$ cat src/rtl/param_ram_if.sv
// Access bus of param_ram: the request fields from the controller, and the
// registered read data and status returned to it.
interface param_ram_if #(
  parameter int DATA_W = 8,
  parameter int ADDR_W = 6
);
  logic              cs;
  logic              wr;
  logic [ADDR_W-1:0] adr;
  logic [DATA_W-1:0] Din;
  logic              clr;
  logic [DATA_W-1:0] Dout;
  logic              Dvalid;
  logic              busy;

  modport master (output cs, wr, adr, Din, clr, input Dout, Dvalid, busy);
  modport slave  (input cs, wr, adr, Din, clr, output Dout, Dvalid, busy);
endinterface

$ cat src/rtl/param_ram.sv
// Parametrised single-port synchronous RAM with registered read port and a
// clear engine that fills the whole array with CLR_VAL after reset or on request.
module param_ram #(
  parameter int                 DATA_W   = 8,
  parameter int                 ADDR_W   = 6,
  parameter int                 RDW_MODE = 0,
  parameter logic [DATA_W-1:0]  CLR_VAL  = '0
) (
  input  logic        clock,
  input  logic        reset,
  param_ram_if.slave  bus
);

  localparam int                DEPTH    = 1 << ADDR_W;
  localparam logic [ADDR_W-1:0] LAST_ADR = ADDR_W'(DEPTH - 1);

  typedef enum logic [1:0] {ST_INIT, ST_IDLE, ST_CLEAR} state_t;

  state_t            state, state_nxt;
  logic [ADDR_W-1:0] cnt, cnt_nxt;
  logic [DATA_W-1:0] mem [DEPTH];

  logic              access;
  logic              mem_we;
  logic [ADDR_W-1:0] mem_adr;
  logic [DATA_W-1:0] mem_din;

  logic [DATA_W-1:0] dout_q;
  logic              dvalid_q;
  logic              busy_q;

  // NOTE: every signal gets a default before the case so no path leaves it unassigned (no latches).
  always_comb begin
    state_nxt = state;
    cnt_nxt   = cnt;
    access    = (state == ST_IDLE) && bus.cs && !bus.clr;
    mem_we    = 1'b0;
    mem_adr   = bus.adr;
    mem_din   = bus.Din;
    case (state)
      ST_INIT, ST_CLEAR: begin
        mem_we  = 1'b1;
        mem_adr = cnt;
        mem_din = CLR_VAL;
        cnt_nxt = cnt + 1'b1;
        if (cnt == LAST_ADR) state_nxt = ST_IDLE;
      end
      ST_IDLE: begin
        // A clear request takes priority and drops any access in the same cycle.
        if (bus.clr) begin
          state_nxt = ST_CLEAR;
          cnt_nxt   = '0;
        end else begin
          mem_we = bus.cs && bus.wr;
        end
      end
      default: begin
        state_nxt = ST_INIT;
        cnt_nxt   = '0;
      end
    endcase
  end

  // NOTE: sequential state uses non-blocking assignments so all registers update from pre-edge values.
  always_ff @(posedge clock or posedge reset) begin
    if (reset) begin
      state    <= ST_INIT;
      cnt      <= '0;
      busy_q   <= 1'b1;
      dout_q   <= '0;
      dvalid_q <= 1'b0;
    end else begin
      state    <= state_nxt;
      cnt      <= cnt_nxt;
      busy_q   <= (state_nxt != ST_IDLE);
      dvalid_q <= access;
      if (access) begin
        // mem is read before this edge's write lands, so the default is old data.
        if (RDW_MODE != 0 && bus.wr) dout_q <= bus.Din;
        else                         dout_q <= mem[bus.adr];
      end
    end
  end

  // NOTE: the array has no reset; the clear engine initialises it after every reset instead.
  always_ff @(posedge clock) begin
    if (mem_we) mem[mem_adr] <= mem_din;
  end

  assign bus.Dout   = dout_q;
  assign bus.Dvalid = dvalid_q;
  assign bus.busy   = busy_q;

endmodule

$ cat src/flat_wrapper.sv
// flat-port wrapper written by rule: the top's interface ports become plain ports
module param_ram_flat 
#(
  parameter int                 DATA_W   = 8,
  parameter int                 ADDR_W   = 6,
  parameter int                 RDW_MODE = 0,
  parameter logic [DATA_W-1:0]  CLR_VAL  = '0
)
  (clock, reset, bus_cs, bus_wr, bus_adr, bus_Din, bus_clr, bus_Dout, bus_Dvalid, bus_busy);
  param_ram_if #(.DATA_W(DATA_W), .ADDR_W(ADDR_W)) bus_i ();
  input  logic clock;
  input  logic reset;
  input wire logic [$bits(bus_i.cs)-1:0] bus_cs;
  input wire logic [$bits(bus_i.wr)-1:0] bus_wr;
  input wire logic [$bits(bus_i.adr)-1:0] bus_adr;
  input wire logic [$bits(bus_i.Din)-1:0] bus_Din;
  input wire logic [$bits(bus_i.clr)-1:0] bus_clr;
  output wire logic [$bits(bus_i.Dout)-1:0] bus_Dout;
  output wire logic [$bits(bus_i.Dvalid)-1:0] bus_Dvalid;
  output wire logic [$bits(bus_i.busy)-1:0] bus_busy;
  assign bus_i.cs = bus_cs;
  assign bus_i.wr = bus_wr;
  assign bus_i.adr = bus_adr;
  assign bus_i.Din = bus_Din;
  assign bus_i.clr = bus_clr;
  assign bus_Dout = bus_i.Dout;
  assign bus_Dvalid = bus_i.Dvalid;
  assign bus_busy = bus_i.busy;
  param_ram #(.DATA_W(DATA_W), .ADDR_W(ADDR_W), .RDW_MODE(RDW_MODE), .CLR_VAL(CLR_VAL)) u_core (.clock(clock), .reset(reset), .bus(bus_i));
endmodule
$ cat config.mk
export PLATFORM = sky130hd
export DESIGN_NAME = param_ram_flat
export DESIGN_NICKNAME = d
export VERILOG_FILES = /design/src/rtl/param_ram_if.sv /design/src/rtl/param_ram.sv /design/src/flat_wrapper.sv
export SDC_FILE = /design/constraint.sdc
export NUM_CORES = 1
export LEC_CHECK = 0
export ABC_AREA = 1
export CAP_MARGIN = 20
export CORE_MARGIN = 1
export CORE_UTILIZATION = 60
export DETAILED_ROUTE_END_ITERATION = 6
export PLACE_DENSITY_LB_ADDON = 0.2
export SYNTH_ARGS = -nofsm -noshare
export SYNTH_HDL_FRONTEND = slang
export SYNTH_SLANG_ARGS = --single-unit
$ cat constraint.sdc
create_clock -name clock -period 2.9 [get_ports clock]
set_clock_uncertainty 0.05 [all_clocks]
set_input_delay 0.58 -clock clock [delete_from_list [all_inputs] [get_ports clock]]
set_output_delay 0.58 -clock clock [all_outputs]
set_load 0.005 [all_outputs]
==> metrics.csv <==
stage,metric,value,unit
run,drv_cap,0,
floorplanning,rows,69,
final_layout,final_util,0.698,
floorplanning,io_pins,29,
critical_path,cp_top_family,simple AND/OR/NAND/NOR gates,
sta,relSlewSlack,0.529,
critical_path,endpoint_kind,flop,
floorplanning,core,35700,um2
cts,cts_num_sinks,530,
cts,cts_buffers,51,
synth,yosysWarningCount,0,
synth,synth_xor_area_frac,0,
synth,synthAdderAreaFrac,0.000575,
cts,post_cts_resized,0,
detailed_routing,wl_met1,20600,um
synth,synth_cell_type_count,27,
critical_path,crit_chain,"o21ai_0, nand2_1, nor2_1, buf_4",
cts,post_cts_buffers,0,
global_route,grt_max_degree,132,
detailed_routing,dr_wl_met2,27100,um
sta,tightestPinTransition,0.705,ns
floorplanning,fp.dieW,192,um
sta,period_share,0.860,
placement,io_buffers,28,
floorplanning,fp.dieH,192,um
placement,place_area,23200,um2
synth,synth_mux_area_frac,0,
placement,dp_hpwl,32900,um
synth,ys_top_cells_by_count,"633 x nand2_1, 512 x edfxtp_1, 469 x nand3_1",
cts,insertion_delay,0.60,ns
placement,gp_congestion,0.933,
cts,clk_path_buf_depth,3,
synth,synth_top_family_by_area,simple AND/OR/NAND/NOR gates,
global_route,grt_usage,0.308,
cts,root_buffer,clkbuf_16,
detailed_routing,viasPerCell,6.03,
sta,hold_viol,0,
run_status,status,"finished, final reports clean",
synth,netlist_area,21700,um2
synth,synth.most_common_cell,nand2_1,
power,power_density,780,nW/um2
detailed_routing,topRoutingLayerUsed,met4,
synth,ys_ff_latch,530,
global_route,grt_pass1_vias,14503,
cts,tritoncts,yes,
sta,fin_setup_tns,0,ns
critical_path,path_max_fanout,13,
min_path,hold_class,in -> async,
synth,synth_area_per_cell,11.6,um2
detailed_routing,wirelength,55100,um
detailed_routing,drt_pass1_iterations,5,
synth,synth.top_cell.area_share,0.707,
final_layout,postLayoutCellArea,24900,um2
synth,syn-num-nets,1901,
floorplanning,start_util,0.610,
synth,synth_area_leaders,"edfxtp_1 71%, nand2_1 11%, nand3_1 11%",
sta,grt_setup_unrepaired,no,
critical_path,critical_path_required,3.14,ns
detailed_routing,dr_total_vias,14926,
critical_path,cp-start-kind,flop,
global_route,overflow,0,
sta,finalSetupViolCount,0,
synth,seq_area_frac_synth,0.728,
cts,path_clk_slew,0.06,ns
synth,synth-simple-area-share,0.234,
power,peakVddDrop,0.000689,V
synth,synth_flop_cell,edfxtp_1,
final_layout,diodes,0,
critical_path,cp_slowest_cell,o21ai_0,
final_layout,area_delta_synth_final,14.4,%
critical_path,cp.arrival,2.74,ns
critical_path,worst-path-buf-inv,1,
global_route,grt_pass1_wl,82900,um
synth,synth.largest_area_cell,edfxtp_1,
critical_path,critPathMaxStageDelay,0.62,ns
cts,cts-htree-levels,2,
floorplanning,die_area,37000,um2
sta,fin_crit,2.50,ns
sta,hold_ws,0.351,ns
final_layout,drive_above_1_share,0.110,
global_route,antenna_found_initial,0,
detailed_routing,drt_iter0_markers,1743,
detailed_routing,avgRoutedWirePerCell,22.3,um
power,power.total,19.4,mW
cts,holdBufCountCts,0,
synth,synthArstFlopShare,0.0340,
final_layout,fin_nets,1992,
detailed_routing,drc,0,
synth,syn_inst,1881,
critical_path,criticalPathCategory,reg -> reg,
sta,finalMaxSlewViolations,0,
sta,fmax,401,MHz
synth,synth_edf_count,512,
synth,synth-compound-area-share,0.00604,
power,leakage,9.36,nW
detailed_routing,ant_nets,0,
detailed_routing,wl_met3,5120,um
worst paths after layout:
kind / start / endpoint / slack, ns / cells after the start
min in group clock: u_core.bus.Dout[1]$_DFFE_PP0P_ / u_core.bus.Dout[1]$_DFFE_PP0P_ / 0.43 / 2
worst max register to register: u_core.state[0]$_DFF_PP0_ / u_core.mem[10][1]$_DFFE_PP_ / 0.40 / 4
max in group asynchronous: reset / u_core.cnt[1]$_DFFE_PP0P_ / 2.00 / 2
worst min-delay path: reset / u_core.bus.Dvalid$_DFF_PP0_ / 0.35 / 2
worst max-delay path: u_core.state[0]$_DFF_PP0_ / u_core.mem[10][1]$_DFFE_PP_ / 0.40 / 4
worst min register to register: u_core.bus.Dout[1]$_DFFE_PP0P_ / u_core.bus.Dout[1]$_DFFE_PP0P_ / 0.43 / 2
cell families (layout without fill, tap and decap cells):
family                     Yosys count  after routing
and+or+nand+nor                   1185           1185
DFF                                530            530
buffers and inverters              146            279
AOI/OAI and AO/OA                   19             19
adders and majority gates            1              1
flip-flops by register name, indices dropped and copies added, names as in the netlist:
signal and count:
u_core.cnt 6, u_core.state 2, u_core.mem 512, u_core.bus.busy 1, u_core.bus.Dout 8, u_core.bus.Dvalid 1
area by class of cell:
| class | count | area (um2) |
|---|---|---|
| multi-input combinational | 1205 | 5230 |
| sequential | 530 | 15800 |
| clock inverter | 29 | 338 |
| clock buffer | 66 | 1360 |
| tap | 461 | 577 |
| timing repair buffer | 150 | 1420 |
| fill | 2465 | 10800 |
| inverter | 34 | 135 |
worst reg2reg max path: cells and delay by family, from the launching register on:
family          cells  cell delay (ns)
compound gates      1             0.62
buf+inv             1             0.20
flops               1             0.56
simple gates        2             0.76
stage by stage:
stage / worst slack, ns / instances
5_1_grt: 0.364 / 2475
4_1_cts: 0.485 / 2475
3_5_place_dp: 0.164 / 2380
3_3_place_gp: 0.166 / 2380
2_1_floorplan: 0.595 / 1881
6_report: 0.405 / 2475
routing by layer:
layer / GRT usage / vias to the layer above
met4: 0.141 / 0
met2: 0.509 / 792
met3: 0.0593 / 162
met1: 0.395 / 7199
li1: - / 6773
met5: 0 / -
layout by cell type, fill, tap and decap left out, drive strengths merged:
cell type and count:
o22ai 1, o32ai 1, bufinv 7, dfstp 1, ha 1, dfrtp 17
clkbuf 66, o21ai 10, edfxtp 512, a21oi 6, inv 34, clkinvlp 1
nand4 8, nor3 1, clkinv 21, nand2 633, clkdlybuf4s50 25, nor2 74
nand3 469, o31ai 1, buf 125
report_power, final:
| part | internal (mW) | leakage (nW) | switching [mW] |
|---|---|---|---|
| Clock | 3.95 | 0.835 | 2.80 |
| Sequential | 9.27 | 5.02 | 0.210 |
| Combinational | 0.944 | 3.51 | 2.23 |
| Total | 14.2 | 9.36 | 5.24 |
Power figures use the tool's default switching activity.
